$ cat src/rtl/nn_pkg.sv
`default_nettype none
// +--------------------------------------------------------------------+
// | nn_pkg : shared types and constants for the NN accelerator blocks  |
// | Rev 1.0                                                            |
// +--------------------------------------------------------------------+
package nn_pkg;

  localparam int MAC_LANES       = 64;
  localparam int MAC_FRAC_BITS   = 8;
  localparam int MAC_OUT_LATENCY = 1;

  typedef enum logic [2:0] {
    S_IDLE   = 3'd0,
    S_CLEAR  = 3'd1,
    S_STREAM = 3'd2,
    S_DRAIN  = 3'd3,
    S_WRITE  = 3'd4,
    S_DONE   = 3'd5
  } mac_ctrl_state_t;

endpackage
`default_nettype wire

$ cat src/rtl/mac_layer_ctrl.sv
`default_nettype none
// +--------------------------------------------------------------------+
// | mac_layer_ctrl : sequences one fully-connected layer on the MAC    |
// | Rev 1.0                                                            |
// +--------------------------------------------------------------------+
module mac_layer_ctrl
  import nn_pkg::*;
#(
  parameter int NUM_CHUNKS  = 13,
  parameter int NUM_NEURONS = 64,
  parameter int CHUNK_AW    = 4,
  parameter int WEIGHT_AW   = 10,
  parameter int OUT_AW      = 6
) (
  input  logic                  clk,
  input  logic                  reset,
  input  logic                  start,
  input  logic                  relu_en,
  output logic                  busy,
  output logic                  done,
  output logic [CHUNK_AW-1:0]   in_rd_addr,
  output logic [WEIGHT_AW-1:0]  w_rd_addr,
  output logic                  mac_reset,
  output logic                  mac_zero,
  input  logic signed [15:0]    mac_result,
  output logic                  out_wr_en,
  output logic [OUT_AW-1:0]     out_wr_addr,
  output logic signed [15:0]    out_wr_data
);

  localparam logic [CHUNK_AW-1:0] LAST_CHUNK  = CHUNK_AW'(NUM_CHUNKS - 1);
  localparam logic [OUT_AW-1:0]   LAST_NEURON = OUT_AW'(NUM_NEURONS - 1);

  mac_ctrl_state_t       state_q, state_d;
  logic [CHUNK_AW-1:0]   chunk_q, chunk_d;
  logic [OUT_AW-1:0]     neuron_q, neuron_d;
  logic                  relu_q, relu_d;
  logic [CHUNK_AW-1:0]   in_addr_q, in_addr_d;
  logic [WEIGHT_AW-1:0]  w_addr_q, w_addr_d;
  logic                  busy_q, busy_d;
  logic                  done_q, done_d;
  logic                  wr_en_q, wr_en_d;
  logic                  mac_reset_q, mac_reset_d;
  logic                  mac_zero_q, mac_zero_d;

  always_comb begin
    state_d   = state_q;
    chunk_d   = chunk_q;
    neuron_d  = neuron_q;
    relu_d    = relu_q;
    in_addr_d = in_addr_q;
    w_addr_d  = w_addr_q;
    case (state_q)
      S_IDLE: begin
        if (start) begin
          relu_d    = relu_en;
          neuron_d  = '0;
          in_addr_d = '0;
          w_addr_d  = '0;
          state_d   = S_CLEAR;
        end
      end
      S_CLEAR: begin
        chunk_d = '0;
        state_d = S_STREAM;
        if (LAST_CHUNK != '0) begin
          in_addr_d = in_addr_q + 1'b1;
          w_addr_d  = w_addr_q + 1'b1;
        end
      end
      S_STREAM: begin
        if (chunk_q == LAST_CHUNK) begin
          state_d = S_DRAIN;
        end else begin
          chunk_d = chunk_q + 1'b1;
          // The address issued now feeds the next chunk; the last one is held.
          if (chunk_q + 1'b1 != LAST_CHUNK) begin
            in_addr_d = in_addr_q + 1'b1;
            w_addr_d  = w_addr_q + 1'b1;
          end
        end
      end
      S_DRAIN: begin
        state_d = S_WRITE;
      end
      S_WRITE: begin
        if (neuron_q == LAST_NEURON) begin
          state_d = S_DONE;
        end else begin
          neuron_d  = neuron_q + 1'b1;
          in_addr_d = '0;
          w_addr_d  = w_addr_q + 1'b1;
          state_d   = S_CLEAR;
        end
      end
      S_DONE: begin
        state_d = S_IDLE;
      end
      default: begin
        state_d = S_IDLE;
      end
    endcase

    // Outputs are registered from the next state so they line up with state_q.
    mac_reset_d = (state_d == S_IDLE) || (state_d == S_CLEAR);
    mac_zero_d  = (state_d != S_STREAM);
    busy_d      = (state_d != S_IDLE) && (state_d != S_DONE);
    done_d      = (state_d == S_DONE);
    wr_en_d     = (state_d == S_WRITE);
  end

  always_ff @(posedge clk) begin
    if (reset) begin
      state_q     <= S_IDLE;
      chunk_q     <= '0;
      neuron_q    <= '0;
      relu_q      <= 1'b0;
      in_addr_q   <= '0;
      w_addr_q    <= '0;
      busy_q      <= 1'b0;
      done_q      <= 1'b0;
      wr_en_q     <= 1'b0;
      mac_reset_q <= 1'b1;
      mac_zero_q  <= 1'b1;
    end else begin
      state_q     <= state_d;
      chunk_q     <= chunk_d;
      neuron_q    <= neuron_d;
      relu_q      <= relu_d;
      in_addr_q   <= in_addr_d;
      w_addr_q    <= w_addr_d;
      busy_q      <= busy_d;
      done_q      <= done_d;
      wr_en_q     <= wr_en_d;
      mac_reset_q <= mac_reset_d;
      mac_zero_q  <= mac_zero_d;
    end
  end

  assign busy        = busy_q;
  assign done        = done_q;
  assign in_rd_addr  = in_addr_q;
  assign w_rd_addr   = w_addr_q;
  assign mac_reset   = mac_reset_q;
  assign mac_zero    = mac_zero_q;
  assign out_wr_en   = wr_en_q;
  assign out_wr_addr = neuron_q;
  // mac_result is only valid during WRITE, so the data path stays combinational.
  assign out_wr_data = (wr_en_q && !(relu_q && mac_result[15])) ? mac_result : 16'sh0000;

endmodule
`default_nettype wire

$ cat config.mk
export PLATFORM = sky130hd
export DESIGN_NAME = mac_layer_ctrl
export DESIGN_NICKNAME = d
export VERILOG_FILES = /design/src/rtl/nn_pkg.sv /design/src/rtl/mac_layer_ctrl.sv
export SDC_FILE = /design/constraint.sdc
export NUM_CORES = 1
export LEC_CHECK = 0
export BUFFER_PORTS_ARGS = -buffer_cell sky130_fd_sc_hd__buf_2
export CORE_AREA = 2 2 62 64
export DETAILED_ROUTE_END_ITERATION = 7
export DIE_AREA = 0 0 64 66
export PLACE_DENSITY = 0.81
export SYNTH_ARGS = -nofsm -noshare
export SYNTH_HDL_FRONTEND = slang
export SYNTH_SLANG_ARGS = --single-unit
$ cat constraint.sdc
create_clock -name clk -period 2.6 [get_ports clk]
set_input_delay 0.52 -clock clk [delete_from_list [all_inputs] [get_ports clk]]
set_output_delay 0.52 -clock clk [all_outputs]
set_load 0.01 [all_outputs]
==> results.json <==
{
  "drive_above_1_share_pct": 29.2,
  "die_h_um": 66,
  "clk_pin_slew_ns": 0.10,
  "portBuffers": 60,
  "drtIter0Drc": 77,
  "tightestPinTransition_ns": 0.615,
  "avgSynthCellArea_sq_um": 8.56,
  "pin_count": 61,
  "row_count": 22,
  "synth_top_area_cell": "dfxtp_1",
  "worstSkewPairLatency_ns": 0.33,
  "crit_path_end_kind": "flop",
  "hold_path_class": "in -> reg",
  "setup_ws_ns": 0.375,
  "place_area_sq_um": 2040,
  "initial_core_util_pct": 48.0,
  "cts_tree": "yes",
  "synth_nets": 225,
  "crit_slowest_cell": "or4b_1",
  "yosysTopAreaCellShare_pct": 38.8,
  "setup_viol": 0,
  "powerDensity_nw_per_um2": 638,
  "antenna_found_initial": 0,
  "grt_pass1_vias": 1426,
  "yosysSeqAreaShare_pct": 38.8,
  "crit_family": "simple AND/OR/NAND/NOR gates",
  "yosys_register_bits": 33,
  "crit_path_max_fanout": 26,
  "gr-total-overflow": 0,
  "critPathKind": "reg -> reg",
  "diodes": 0,
  "maxSlewViolCount": 0,
  "maxCapViolations": 0,
  "p_leak_nw": 0.931,
  "hold_violations": 0,
  "cts_root_buf": "clkbuf_4",
  "grt-busiest-layer": "met2",
  "hpwl_mm": 2.75,
  "dr_total_vias": 1594,
  "first_pass_iters": 4,
  "setup_tns_ns": 0,
  "synth_edf_count": 0,
  "outcome": "finished, final reports clean",
  "synthToLayoutAreaGrowth_pct": 22.8,
  "grt_pass1_wl_mm": 6.18,
  "yosys.cell_types.count": 48,
  "die-area_sq_um": 4220,
  "detail-route-antenna-nets": 0,
  "fin_crit_sh_pct": 85.6,
  "stdcell_area_sq_um": 2090,
  "synthArstFlopShare_pct": 0,
  "clock_path_buffers": 2,
  "netlist_area_sq_um": 1700,
  "cpPeakStageDelay_ns": 0.55,
  "arrival_ns": 2.49,
  "use_met3_pct": 4.77,
  "postCtsSetupBuffers": 0,
  "place_ws_ns": 0.388,
  "yosys-top-cells-count": "33 x dfxtp_1, 21 x a21oi_1, 18 x nor2_1",
  "ys_warn_count": 0,
  "totalWireLength_mm": 3.67,
  "ctsResizeCount": 0,
  "required_ns": 2.87,
  "grt_use_met1_pct": 22.8,
  "cts_num_sinks": 33,
  "synth_ff_type": "dfxtp_1",
  "nets": 286,
  "slew-limit-headroom_pct": 59.0,
  "synth.most_common_cell": "dfxtp_1",
  "final_cell_count_no_fill": 308,
  "fmax_mhz": 449,
  "rsz0062_at_grt": "no",
  "synthCells": 199,
  "track_usage_pct": 18.6,
  "ys_top_cells_by_area": "dfxtp_1 39%, and2_1 6.2%, a21oi_1 6.2%, ha_1 4.4%, nor2_1 4.0%",
  "crit_path_cell_trace": "or3b_1 > a31oi_4 > o22ai_4 > or4b_1 > o22ai_1",
  "drc": 0,
  "worstPathBufferInverterCount": 0,
  "skew_ns": 0.00999,
  "die_w_um": 64,
  "placedCellCount": 301,
  "core_sq_um": 3550,
  "wl_per_cell_um": 11.9,
  "cts_made_buffers": 5,
  "grt_max_degree": 27,
  "via_per_inst": 5.18,
  "ir_drop_mv": 0.332,
  "period_needed_ns": 2.22,
  "crit_path_start_kind": "flop",
  "h-tree-depth": 2,
  "utilization_pct": 59.0,
  "grtUsageMet2_pct": 30.1,
  "gp_congestion": 0.835,
  "cts_hold_buf": 0
}
registers in the layout, indices dropped and copies added, names as in the netlist:
signal       flops
out_wr_en        1
mac_reset        1
relu_q           1
busy             1
w_rd_addr       10
out_wr_addr      6
chunk_q          4
in_rd_addr       4
state_q          3
done             1
mac_zero         1
cell usage in the layout (no fill, tap or decap), drive strengths merged, types with 3 or more instances in the layout:
cell     n
a21oi   21
and2    17
and3     3
buf     63
clkbuf   7
dfxtp   33
ha       6
inv      3
nand2   15
nand2b   3
nand3    9
nand4    5
nor2    18
o21ai   11
or3      7
or4      3
xor2     4
area by class of cell:
| cell class | instances | area (sq um) |
|---|---|---|
| clock buffer | 7 | 55.1 |
| fill | 334 | 1460 |
| inverter | 3 | 11.3 |
| multi-input combinational | 154 | 983 |
| sequential | 33 | 661 |
| tap | 48 | 60.1 |
| timing repair buffer | 63 | 323 |
kinds of logic (layout without fill, tap and decap cells):
| family | after synthesis | after routing | synth area share [%] |
|---|---|---|---|
| flip-flops | 33 | 33 | 38.8 |
| AO/OA/AOI/OAI | 46 | 46 | 18.3 |
| multiplexers | 2 | 2 | 1.39 |
| buffers and inverters | 12 | 73 | 3.52 |
| XOR/XNOR | 5 | 5 | 2.57 |
| adder cells (fa/ha/maj) | 6 | 6 | 4.41 |
| AND/OR/NAND/NOR | 95 | 95 | 31.1 |
power breakdown:
group	internal, W	switching, W
combinational	0.000177	0.000254
clock	0.000128	0.000161
sequential	0.000554	0.0000621
total	0.000859	0.000477
worst paths after layout:
| path | from | to | slack, ns | depth (start not counted) |
|---|---|---|---|---|
| setup / recovery | state_q[2] | w_rd_addr[9] | 0.38 | 5 |
| hold reg to reg | in_rd_addr[1] | in_rd_addr[1] | 0.50 | 2 |
| setup reg to reg | state_q[2] | w_rd_addr[9] | 0.38 | 5 |
| hold / removal | relu_en | relu_q | 0.42 | 3 |
metrics by stage:
stage	power (W)	hold WS (ns)
3_3_place_gp	0.00105	0.474
6_report	0.00134	0.425
4_1_cts	0.00135	0.414
5_1_grt	0.00143	0.427
3_5_place_dp	0.00106	0.482
2_1_floorplan	0.000961	0.455
worst min-delay path, cell delays in order:
cell and delay [ns]:
buf_2 0.08, mux2i_1 0.06, nor2_1 0.08
layer usage:
layer  up-vias  share of wire [%]
met5         -                  0
met4         0                1.7
met3         5                3.5
met2        25                 49
met1       730                 46
li1        834                  -
(Power assumes the default switching activity.)
